--- src/rtl/uart_dbg_bridge.sv ---
// UART (8N1) command bridge to a 32-bit bus initiator: 'W' addr data / 'R' addr, answered with ACK/NAK (+read data).
// Optional UART_DBG_ALIGN_CHECK_EN: misaligned addresses are NAKed without issuing a bus request.
module uart_dbg_bridge #(
  parameter int unsigned CLK_DIV     = 434,
  parameter int unsigned BUS_TIMEOUT = 1024
) (
  input  logic        clk,
  input  logic        rst,
  input  logic        uart_rx,
  output logic        uart_tx,
  output logic [31:0] m_address,
  output logic [31:0] m_wdata,
  output logic [3:0]  m_wsel,
  output logic        m_valid,
  input  logic [31:0] m_rdata,
  input  logic        m_ready,
  input  logic        m_error,
  output logic        busy
);

  localparam logic [7:0]  CMD_W       = 8'h57;
  localparam logic [7:0]  CMD_R       = 8'h52;
  localparam logic [7:0]  ACK         = 8'h06;
  localparam logic [7:0]  NAK         = 8'h15;
  localparam logic [15:0] BIT_RELOAD  = 16'(CLK_DIV - 1);
  localparam logic [15:0] HALF_RELOAD = 16'(CLK_DIV / 2 - 1);
  localparam logic [15:0] TO_LAST     = 16'(BUS_TIMEOUT - 1);

  typedef enum logic [2:0] {
    S_IDLE, S_ADDR, S_DATA, S_BUS, S_RESP, S_RDATA
  } state_t;

  // receiver
  logic [1:0]  rx_sync;
  logic        rx_s, rx_prev, rx_active, rx_valid, rx_ferr;
  logic [15:0] rx_cnt;
  logic [3:0]  rx_bitn;
  logic [7:0]  rx_sh;

  // transmitter
  logic [9:0]  tx_shift;
  logic [3:0]  tx_bits;
  logic [15:0] tx_cnt;
  logic        tx_load_c, tx_done_c;
  logic [7:0]  tx_data_c;

  // parser
  state_t      state, state_n;
  logic [1:0]  idx, idx_n;
  logic        is_write, is_write_n, resp_ack, resp_ack_n, go_bus_c;
  logic [31:0] rdata_q, rdata_n, address_n, wdata_n;
  logic [15:0] to_cnt, to_cnt_n;
  logic [3:0]  wsel_n;
  logic        valid_n;

  assign rx_s      = rx_sync[1];
  assign uart_tx   = tx_shift[0];
  assign tx_done_c = (tx_bits == 4'd1) && (tx_cnt == 16'd0);

  // Start on a falling edge, sample mid-bit: start, 8 data bits LSB first, stop.
  always_ff @(posedge clk) begin
    if (rst) begin
      rx_sync   <= 2'b11;
      rx_prev   <= 1'b1;
      rx_active <= 1'b0;
      rx_valid  <= 1'b0;
      rx_ferr   <= 1'b0;
      rx_cnt    <= 16'd0;
      rx_bitn   <= 4'd0;
      rx_sh     <= 8'h00;
    end else begin
      rx_sync  <= {rx_sync[0], uart_rx};
      rx_prev  <= rx_s;
      rx_valid <= 1'b0;
      rx_ferr  <= 1'b0;
      if (!rx_active) begin
        if (rx_prev && !rx_s) begin
          rx_active <= 1'b1;
          rx_cnt    <= HALF_RELOAD;
          rx_bitn   <= 4'd0;
        end
      end else if (rx_cnt != 16'd0) begin
        rx_cnt <= rx_cnt - 16'd1;
      end else begin
        rx_cnt  <= BIT_RELOAD;
        rx_bitn <= rx_bitn + 4'd1;
        if (rx_bitn == 4'd0) begin
          if (rx_s) rx_active <= 1'b0;
        end else if (rx_bitn <= 4'd8) begin
          rx_sh <= {rx_s, rx_sh[7:1]};
        end else begin
          rx_active <= 1'b0;
          rx_valid  <= rx_s;
          rx_ferr   <= !rx_s;
        end
      end
    end
  end

  // A load on the final stop-bit cycle chains bytes with no idle gap.
  always_ff @(posedge clk) begin
    if (rst) begin
      tx_shift <= '1;
      tx_bits  <= 4'd0;
      tx_cnt   <= 16'd0;
    end else if (tx_load_c) begin
      tx_shift <= {1'b1, tx_data_c, 1'b0};
      tx_bits  <= 4'd10;
      tx_cnt   <= BIT_RELOAD;
    end else if (tx_bits != 4'd0) begin
      if (tx_cnt == 16'd0) begin
        tx_shift <= {1'b1, tx_shift[9:1]};
        tx_bits  <= tx_bits - 4'd1;
        tx_cnt   <= BIT_RELOAD;
      end else begin
        tx_cnt <= tx_cnt - 16'd1;
      end
    end
  end

  always_ff @(posedge clk) begin
    if (rst) begin
      state     <= S_IDLE;
      idx       <= 2'd0;
      is_write  <= 1'b0;
      resp_ack  <= 1'b0;
      rdata_q   <= 32'h0;
      to_cnt    <= 16'd0;
      m_address <= 32'h0;
      m_wdata   <= 32'h0;
      m_wsel    <= 4'h0;
      m_valid   <= 1'b0;
      busy      <= 1'b0;
    end else begin
      state     <= state_n;
      idx       <= idx_n;
      is_write  <= is_write_n;
      resp_ack  <= resp_ack_n;
      rdata_q   <= rdata_n;
      to_cnt    <= to_cnt_n;
      m_address <= address_n;
      m_wdata   <= wdata_n;
      m_wsel    <= wsel_n;
      m_valid   <= valid_n;
      busy      <= (state_n != S_IDLE);
    end
  end

  always_comb begin
    state_n    = state;
    idx_n      = idx;
    is_write_n = is_write;
    resp_ack_n = resp_ack;
    rdata_n    = rdata_q;
    to_cnt_n   = to_cnt;
    address_n  = m_address;
    wdata_n    = m_wdata;
    wsel_n     = m_wsel;
    valid_n    = m_valid;
    tx_load_c  = 1'b0;
    tx_data_c  = 8'h00;
    go_bus_c   = 1'b0;
    case (state)
      S_IDLE: begin
        if (rx_valid) begin
          if (rx_sh == CMD_W || rx_sh == CMD_R) begin
            state_n    = S_ADDR;
            idx_n      = 2'd0;
            is_write_n = (rx_sh == CMD_W);
          end else begin
            tx_load_c  = 1'b1;
            tx_data_c  = NAK;
            resp_ack_n = 1'b0;
            state_n    = S_RESP;
          end
        end
      end
      S_ADDR: begin
        if (rx_ferr) begin
          state_n = S_IDLE;
        end else if (rx_valid) begin
          address_n[{idx, 3'b000} +: 8] = rx_sh;
          idx_n = idx + 2'd1;
          if (idx == 2'd3) begin
            if (is_write) state_n = S_DATA;
            else          go_bus_c = 1'b1;
          end
        end
      end
      S_DATA: begin
        if (rx_ferr) begin
          state_n = S_IDLE;
        end else if (rx_valid) begin
          wdata_n[{idx, 3'b000} +: 8] = rx_sh;
          idx_n = idx + 2'd1;
          if (idx == 2'd3) go_bus_c = 1'b1;
        end
      end
      S_BUS: begin
        to_cnt_n = to_cnt + 16'd1;
        // ready wins over a timeout landing on the same cycle
        if (m_ready || to_cnt == TO_LAST) begin
          valid_n    = 1'b0;
          rdata_n    = m_ready ? m_rdata : rdata_q;
          resp_ack_n = m_ready && !m_error;
          tx_load_c  = 1'b1;
          tx_data_c  = (m_ready && !m_error) ? ACK : NAK;
          state_n    = S_RESP;
        end
      end
      S_RESP: begin
        if (tx_done_c) begin
          if (resp_ack && !is_write) begin
            tx_load_c = 1'b1;
            tx_data_c = rdata_q[7:0];
            idx_n     = 2'd1;
            state_n   = S_RDATA;
          end else begin
            state_n = S_IDLE;
          end
        end
      end
      S_RDATA: begin
        // idx is the next byte to send; wraps to 0 once byte 3 is loaded
        if (tx_done_c) begin
          if (idx == 2'd0) begin
            state_n = S_IDLE;
          end else begin
            tx_load_c = 1'b1;
            tx_data_c = rdata_q[{idx, 3'b000} +: 8];
            idx_n     = idx + 2'd1;
          end
        end
      end
      default: state_n = S_IDLE;
    endcase
    if (go_bus_c) begin
`ifdef UART_DBG_ALIGN_CHECK_EN
      if (address_n[1:0] != 2'b00) begin
        tx_load_c  = 1'b1;
        tx_data_c  = NAK;
        resp_ack_n = 1'b0;
        state_n    = S_RESP;
      end else
`endif
      begin
        state_n  = S_BUS;
        valid_n  = 1'b1;
        to_cnt_n = 16'd0;
        wsel_n   = is_write ? 4'hF : 4'h0;
      end
    end
  end

endmodule
--- config.mk ---
export PLATFORM = sky130hd
export DESIGN_NAME = uart_dbg_bridge
export DESIGN_NICKNAME = d
export VERILOG_FILES = /design/src/rtl/uart_dbg_bridge.sv
export SDC_FILE = /design/constraint.sdc
export NUM_CORES = 1
export LEC_CHECK = 0
export BUFFER_PORTS_ARGS = -buffer_cell sky130_fd_sc_hd__buf_2
export CAP_MARGIN = 20
export CORE_MARGIN = 3
export CORE_UTILIZATION = 35
export DETAILED_ROUTE_END_ITERATION = 16
export MAX_ROUTING_LAYER = met4
export SLEW_MARGIN = 20
export SYNTH_ARGS = -nofsm -noshare
export SYNTH_HDL_FRONTEND = slang
export SYNTH_SLANG_ARGS = --single-unit
--- constraint.sdc ---
create_clock -name clk -period 5.5 [get_ports clk]
set_input_delay 0.275 -clock clk [delete_from_list [all_inputs] [get_ports clk]]
set_output_delay 0.275 -clock clk [all_outputs]
set_load 0.02 [all_outputs]
# ---- Yosys cells after proc, flatten, opt, wreduce, memory -nomap -nowiden
# Index checks and enable logic that the tools add are counted.
dict set report totals {
  reg_bits 188
  in_bits 37
  out_inout_bits 71
  word_cells 177
}
dict set report classes {
  addsub 7
  n_lt_le_gt_ge 1
  eq_ne 21
  shift 3
  mux 79
  n_bitwise 4
  reduce_logical 38
}
# cell count
set ops {}
lappend ops {{bitwise mux 32 bit} 2}
lappend ops {{two-way mux 16 bit} 4}
lappend ops {{two-way mux 9 bit} 5}
lappend ops {{two-way mux 3 bit} 13}
lappend ops {{two-way mux 8 bit} 4}
lappend ops {{case mux 8 bit (4 select lines)} 1}
lappend ops {{variable shift 8 x 7 -> 32 bit (first input constant)} 1}
lappend ops {{indexed part select 32 x 6 -> 8 bit} 1}
lappend ops {{indexed part select 8 x 7 -> 32 bit} 1}
lappend ops {{subtractor 16 x 1 -> 16 bit (second input constant)} 2}
lappend ops {{two-way mux 4 bit} 7}
lappend ops {{two-way mux 1 bit} 26}
lappend ops {{two-way mux 5 bit} 4}
lappend ops {{!= test 2 bit (second input constant)} 10}
lappend ops {{case mux 3 bit (6 select lines)} 1}
lappend ops {{adder 16 x 1 -> 16 bit (second input constant)} 1}
lappend ops {{equality test 16 x 10 -> 1 bit (second input constant)} 1}
lappend ops {{equality test 8 x 7 -> 1 bit (second input constant)} 2}
lappend ops {{zero test 16 bit} 1}
lappend ops {{two-way mux 2 bit} 8}
lappend ops {{nonzero test 16 bit} 1}
lappend ops {{AND reduction 3 bit} 4}
lappend ops {{nonzero test 2 bit} 6}
lappend ops {{AND reduction 9 bit} 1}
lappend ops {{27 further kinds} 46}

# ---- Longest topological paths before layout
dict set report depth {
  depth_word 7
  depth_mapped 12
  depth_no_buf 8
}

# ---- Least setup slack after synthesis
# OpenSTA, ideal clock, no wires.
dict set report synth_timing {
  path_type {register to register}
  startpoint {reg idx[0]}
  endpoint {reg tx_shift[2]}
  t_arrival_ns 2.138
  setup_slack_ns 3.222
  stages_incl_launch_ff 13
  path_buffers 4
  period_less_slack_ns 2.278
  cell_sequence {dfxtp_1 > buf_2 > inv_1 > ha_1 > buf_2 > inv_1 > a21oi_1 > nor4_1 > or2_1 > buf_6 > buf_2 > or2_2 > nand4_1}
}
dict set report synth_via {
  elab_chain_cells 6
  elab_cells_between_ends 12
  classes_between {shift: 1; mux: 7; reduce/logical: 4}
}
# item line_no
set synth_rtl {}
lappend synth_rtl {{from (decl)} 49} ;# logic [1:0] idx, idx_n;
lappend synth_rtl {{from (signal assigned)} 136} ;# idx <= idx_n;
lappend synth_rtl {{branches (longest 6 deep; another with indexed part select 32 x 6 -> 8 bit)} n/a}
lappend synth_rtl {{to (signal assigned)} 107} ;# tx_shift <= {1'b1, tx_data_c, 1'b0};
lappend synth_rtl {{to (signal assigned)} 112} ;# tx_shift <= {1'b1, tx_shift[9:1]};
lappend synth_rtl {{to (decl)} 41} ;# logic [9:0] tx_shift;
# Parallel ways; which one is timed is not known.
# A chain may end at the register's enable or synchronous reset.

# ---- Worst setup path in the final report
dict set report layout_timing {
  startpoint {reg idx[0]}
  endpoint {reg tx_cnt[11]}
}
dict set report layout_via {
  elab_chain_cells 5
}
# item line_no
set layout_rtl {}
lappend layout_rtl {{zero test 2 bit} 226} ;# if (idx == 2'd0) begin
lappend layout_rtl {{two-way mux 1 bit} 226}
lappend layout_rtl {{two-way mux 1 bit} 225} ;# if (tx_done_c) begin
lappend layout_rtl {{case mux 1 bit (4 select lines)} 163} ;# case (state)
lappend layout_rtl {{OR reduction 2 bit (no source line)} n/a}
lappend layout_rtl {{to (signal assigned)} 116} ;# tx_cnt <= tx_cnt - 16'd1;
lappend layout_rtl {{to (decl)} 43} ;# logic [15:0] tx_cnt;
# No other way between the ends.

==> impl_metrics.yaml <==
status:
  status: "complete, no violations"
global_routing:
  overflow: 0
  grt_max_degree: 105
  antenna_found_initial: 0
  grt_pass1_vias: 6425
  track_usage_pct: 16.29
  grt_pass1_wl_mm: 32.89
setup_path:
  crit_type: "reg -> reg"
  crit_family: "simple AND/OR/NAND/NOR gates"
  arrival_ps: 3320
  required_ps: 5820
  rr_startpoint: "idx[0]$_SDFFE_PP0P_"
  crit_slowest_cell: "dfxtp_1"
  critical_path.endpoint: "tx_cnt[11]$_SDFFE_PP0P_"
  path_cells: "inv_1 > ha_1 > inv_1 > a21oi_1 > nor4_1 > or2_1 > or3_1 > nor2_1"
  crit_start: "idx[0]$_SDFFE_PP0P_"
  r2r_cells: 8
  critical_path_depth: 8
  max_stage_delay_ps: 750
  cp_num_buf_inv: 2
  rrSetupSlack_ps: 2490
  cp-start-kind: "flop"
  r2r-end: "tx_cnt[11]$_SDFFE_PP0P_"
  worstSetupEndpointType: "flop"
  crit_fanout: 16
  crit_top_cell: "inv_1"
layout:
  layout.nets: 1083
  drive_gt1_share_pct: 16.94
  fillers: 2325
  area_growth_syn_to_layout_pct: 15.44
die:
  ios: 108
  fp.dieH_um: 158.7
  rows: 55
  start_util_pct: 35.83
  core_area_sq_um: 22780
  die-area_sq_um: 25190
  die_w_um: 158.7
sta:
  fin_crit_sh_pct: 54.70
  fin_tns_setup_ps: 0
  setup_viol: 0
  max_freq_ghz: 0.3324
  hold_violations: 0
  finalClockSkew_ps: 7.665
  worst_pin_slew_ps: 1089
  period_minus_slack_ps: 3008
  drv_slew: 0
  hold_slack_ps: 73.06
  relSlewSlack_pct: 27.42
  rsz0062_at_grt: "false"
logic_synthesis:
  synth_top_family_by_area: "simple AND/OR/NAND/NOR gates"
  synth-edff-count: 0
  synthAdderAreaFrac_pct: 2.146
  synthMuxAreaShare_pct: 4.844
  synthFlopType: "dfxtp_1"
  avgSynthCellArea_sq_um: 8.405
  yosysTopAreaCellShare_pct: 45.38
  syn_area_sq_um: 8162
  synth_area_leaders: "dfxtp_1 45%, a21oi_1 8.0%, nand2_1 7.7%"
  yosysWarnings: 0
  synth_compound_area_share_pct: 13.86
  synth_top_area_cell: "dfxtp_1"
  yosysSeqAreaShare_pct: 45.38
  synth-simple-area-share_pct: 25.49
  synth_nets: 1022
  ys_types: 65
  ys_ff_latch: 185
  ys_async_sr_fraction_pct: 0
  synth-xor-area-share_pct: 3.863
  synthesis.instances: 971
power_and_ir_drop:
  powerDensity_nw_per_um2: 359.1
  ir_worst_vdd_v: 0.0001938
  totalPowerFinal_w: 0.003383
  power.leakage_nw: 3.528
min_path:
  hp-class: "in -> reg"
cts:
  clk_latency_ps: 430
  cts_buffers: 17
  clockRootBuffer: "clkbuf_16"
  clock_sinks: 185
  clockBufferDepth: 2
  cts_setup_buffers: 0
  cts_tree: "built"
  htreeDepth: 4
  clk_pin_slew_ps: 70
route:
  routedWlPerCell_um: 14.84
  vias_per_cell: 4.993
  drcViolationCount: 0
  routed_wl_mm: 20.17
  ant_nets: 0
  drt-pass1-iter-count: 4
  vias: 6785
  drt_iter0_markers: 363
placed_design:
  place_congestion: 0.8097
  portBuffers: 107
  dp_hpwl_mm: 13.73
job:
  max-cap-violations: 0
-- power by group --
part | switching (W) | internal, W | leakage [nW]
Combinational | 0.000398 | 0.000284 | 1.76
Clock | 0.000576 | 0.000643 | 0.276
Sequential | 0.0000734 | 0.00141 | 1.49
-- cells in the mapped netlist (7+ instances only) --
| library cell | number |
|---|---|
| clkbuf_1 | 55 |
| xnor2_1 | 16 |
| buf_2 | 9 |
| ha_1 | 14 |
| nor3_1 | 25 |
| nand3_1 | 73 |
| a21oi_1 | 131 |
| mux2i_1 | 17 |
| xor2_1 | 20 |
| inv_1 | 16 |
| nand2b_1 | 10 |
| dfxtp_1 | 185 |
| mux4_2 | 8 |
| o21ai_0 | 18 |
| a311oi_1 | 7 |
| nand2_1 | 167 |
| nor2_1 | 66 |
| nor4_1 | 8 |
| or2_2 | 7 |
| and3_1 | 15 |
-- cell type report --
cell class | instances | area, sq um | share of cell area [%]
multi-input cells | 700 | 4101 | 43.53
diodes | 1 | 2.502 | 0.02656
inverters | 16 | 60.06 | 0.6374
clock buffers | 17 | 425.4 | 4.515
flip-flops and latches | 185 | 3704 | 39.31
clock inverters | 15 | 158.9 | 1.687
repair buffers | 112 | 578.1 | 6.135
well taps | 313 | 391.6 | 4.157
-- logic make-up (layout without fill, tap and decap cells) --
| group | after synthesis | in the layout |
|---|---|---|
| other cells | 0 | 1 |
| mux | 29 | 29 |
| fa+ha+maj | 14 | 14 |
| xor+xnor | 36 | 36 |
| buf+inv | 86 | 160 |
| simple gates | 428 | 428 |
| flops | 185 | 185 |
| compound gates | 193 | 193 |
-- cell usage in the layout (no fill, tap or decap), types with 4 or more instances in the layout --
master / Yosys / routed
and3_1: 15 / 15
nand4_1: 6 / 6
and2_1: 6 / 5
clkinvlp_4: 0 / 4
xor2_1: 20 / 20
nor4_1: 8 / 8
or2_2: 7 / 7
a211oi_1: 4 / 4
clkbuf_16: 0 / 17
xnor2_1: 16 / 16
o21ai_0: 18 / 18
nand2_1: 167 / 166
nand3_1: 73 / 73
nor2_1: 66 / 66
inv_6: 0 / 5
nand2b_1: 10 / 10
nor3b_1: 6 / 6
buf_4: 3 / 5
ha_1: 14 / 14
a21oi_1: 131 / 131
a22oi_1: 5 / 5
nor2b_1: 6 / 6
mux4_2: 8 / 8
dfxtp_1: 185 / 185
inv_1: 16 / 16
a311oi_1: 7 / 7
nor3_1: 25 / 25
buf_2: 9 / 106
mux2_2: 4 / 4
mux2i_1: 17 / 17
nand3b_1: 6 / 6
-- metal layers --
metal  up-vias  wire, um  GRT usage (%)
met5         -         0              -
met4         0       229          4.099
met3        18       794          3.835
met2        98      9688          26.42
met1      3173      9460          20.63
li1       3496         -              -
-- sequential cells by signal (all words and copies together), names as in the netlist, 2 cells and up --
name       flops
idx            2
m_address     32
m_wdata       32
rdata_q       32
rx_bitn        4
rx_cnt        16
rx_sh          8
rx_sync        2
state          3
to_cnt        16
tx_bits        4
tx_cnt        16
tx_shift       9
-- what timing repair did --
| action | CTS | global route |
|---|---|---|
| resized for setup | 0 | 0 |
| hold endpoints to repair | 1 | 0 |
| hold buffers | 1 | 0 |
-- worst min path at each step --
| stage | from | endpoint | slack, ps | cells after the start |
|---|---|---|---|---|
| after detailed placement | rx_sync[0]$_SDFF_PP1_ | rx_sync[1]$_SDFF_PP1_ | 400 | 1 |
| after CTS | m_rdata[4] | rdata_q[4]$_SDFFE_PP0P_ | 50 | 3 |
| after global placement | rx_sync[0]$_SDFF_PP1_ | rx_sync[1]$_SDFF_PP1_ | 400 | 1 |
| after global routing | m_rdata[4] | rdata_q[4]$_SDFFE_PP0P_ | 70 | 3 |
| final | m_rdata[4] | rdata_q[4]$_SDFFE_PP0P_ | 70 | 3 |
| after floorplan | uart_rx | rx_sync[0]$_SDFF_PP1_ | 380 | 1 |
-- metrics by stage --
stage	cells	setup WS, ps	cell area [sq um]	util (%)
6_report	1359	2492	9422	41.36
5_1_grt	1358	2066	9419	41.35
3_5_place_dp	1325	2431	8821	38.73
2_1_floorplan	971	3222	8162	-
3_3_place_gp	1325	2522	8821	38.73
4_1_cts	1358	2432	9415	41.33
-- worst register-to-register path, stage by stage, from the launching register on --
cell and delay, ps:
dfxtp_1 750, inv_1 230, ha_1 380, inv_1 140, a21oi_1 80, nor4_1 320
or2_1 500, or3_1 400, nor2_1 90
Note: power is estimated with default switching activity, not from simulation.
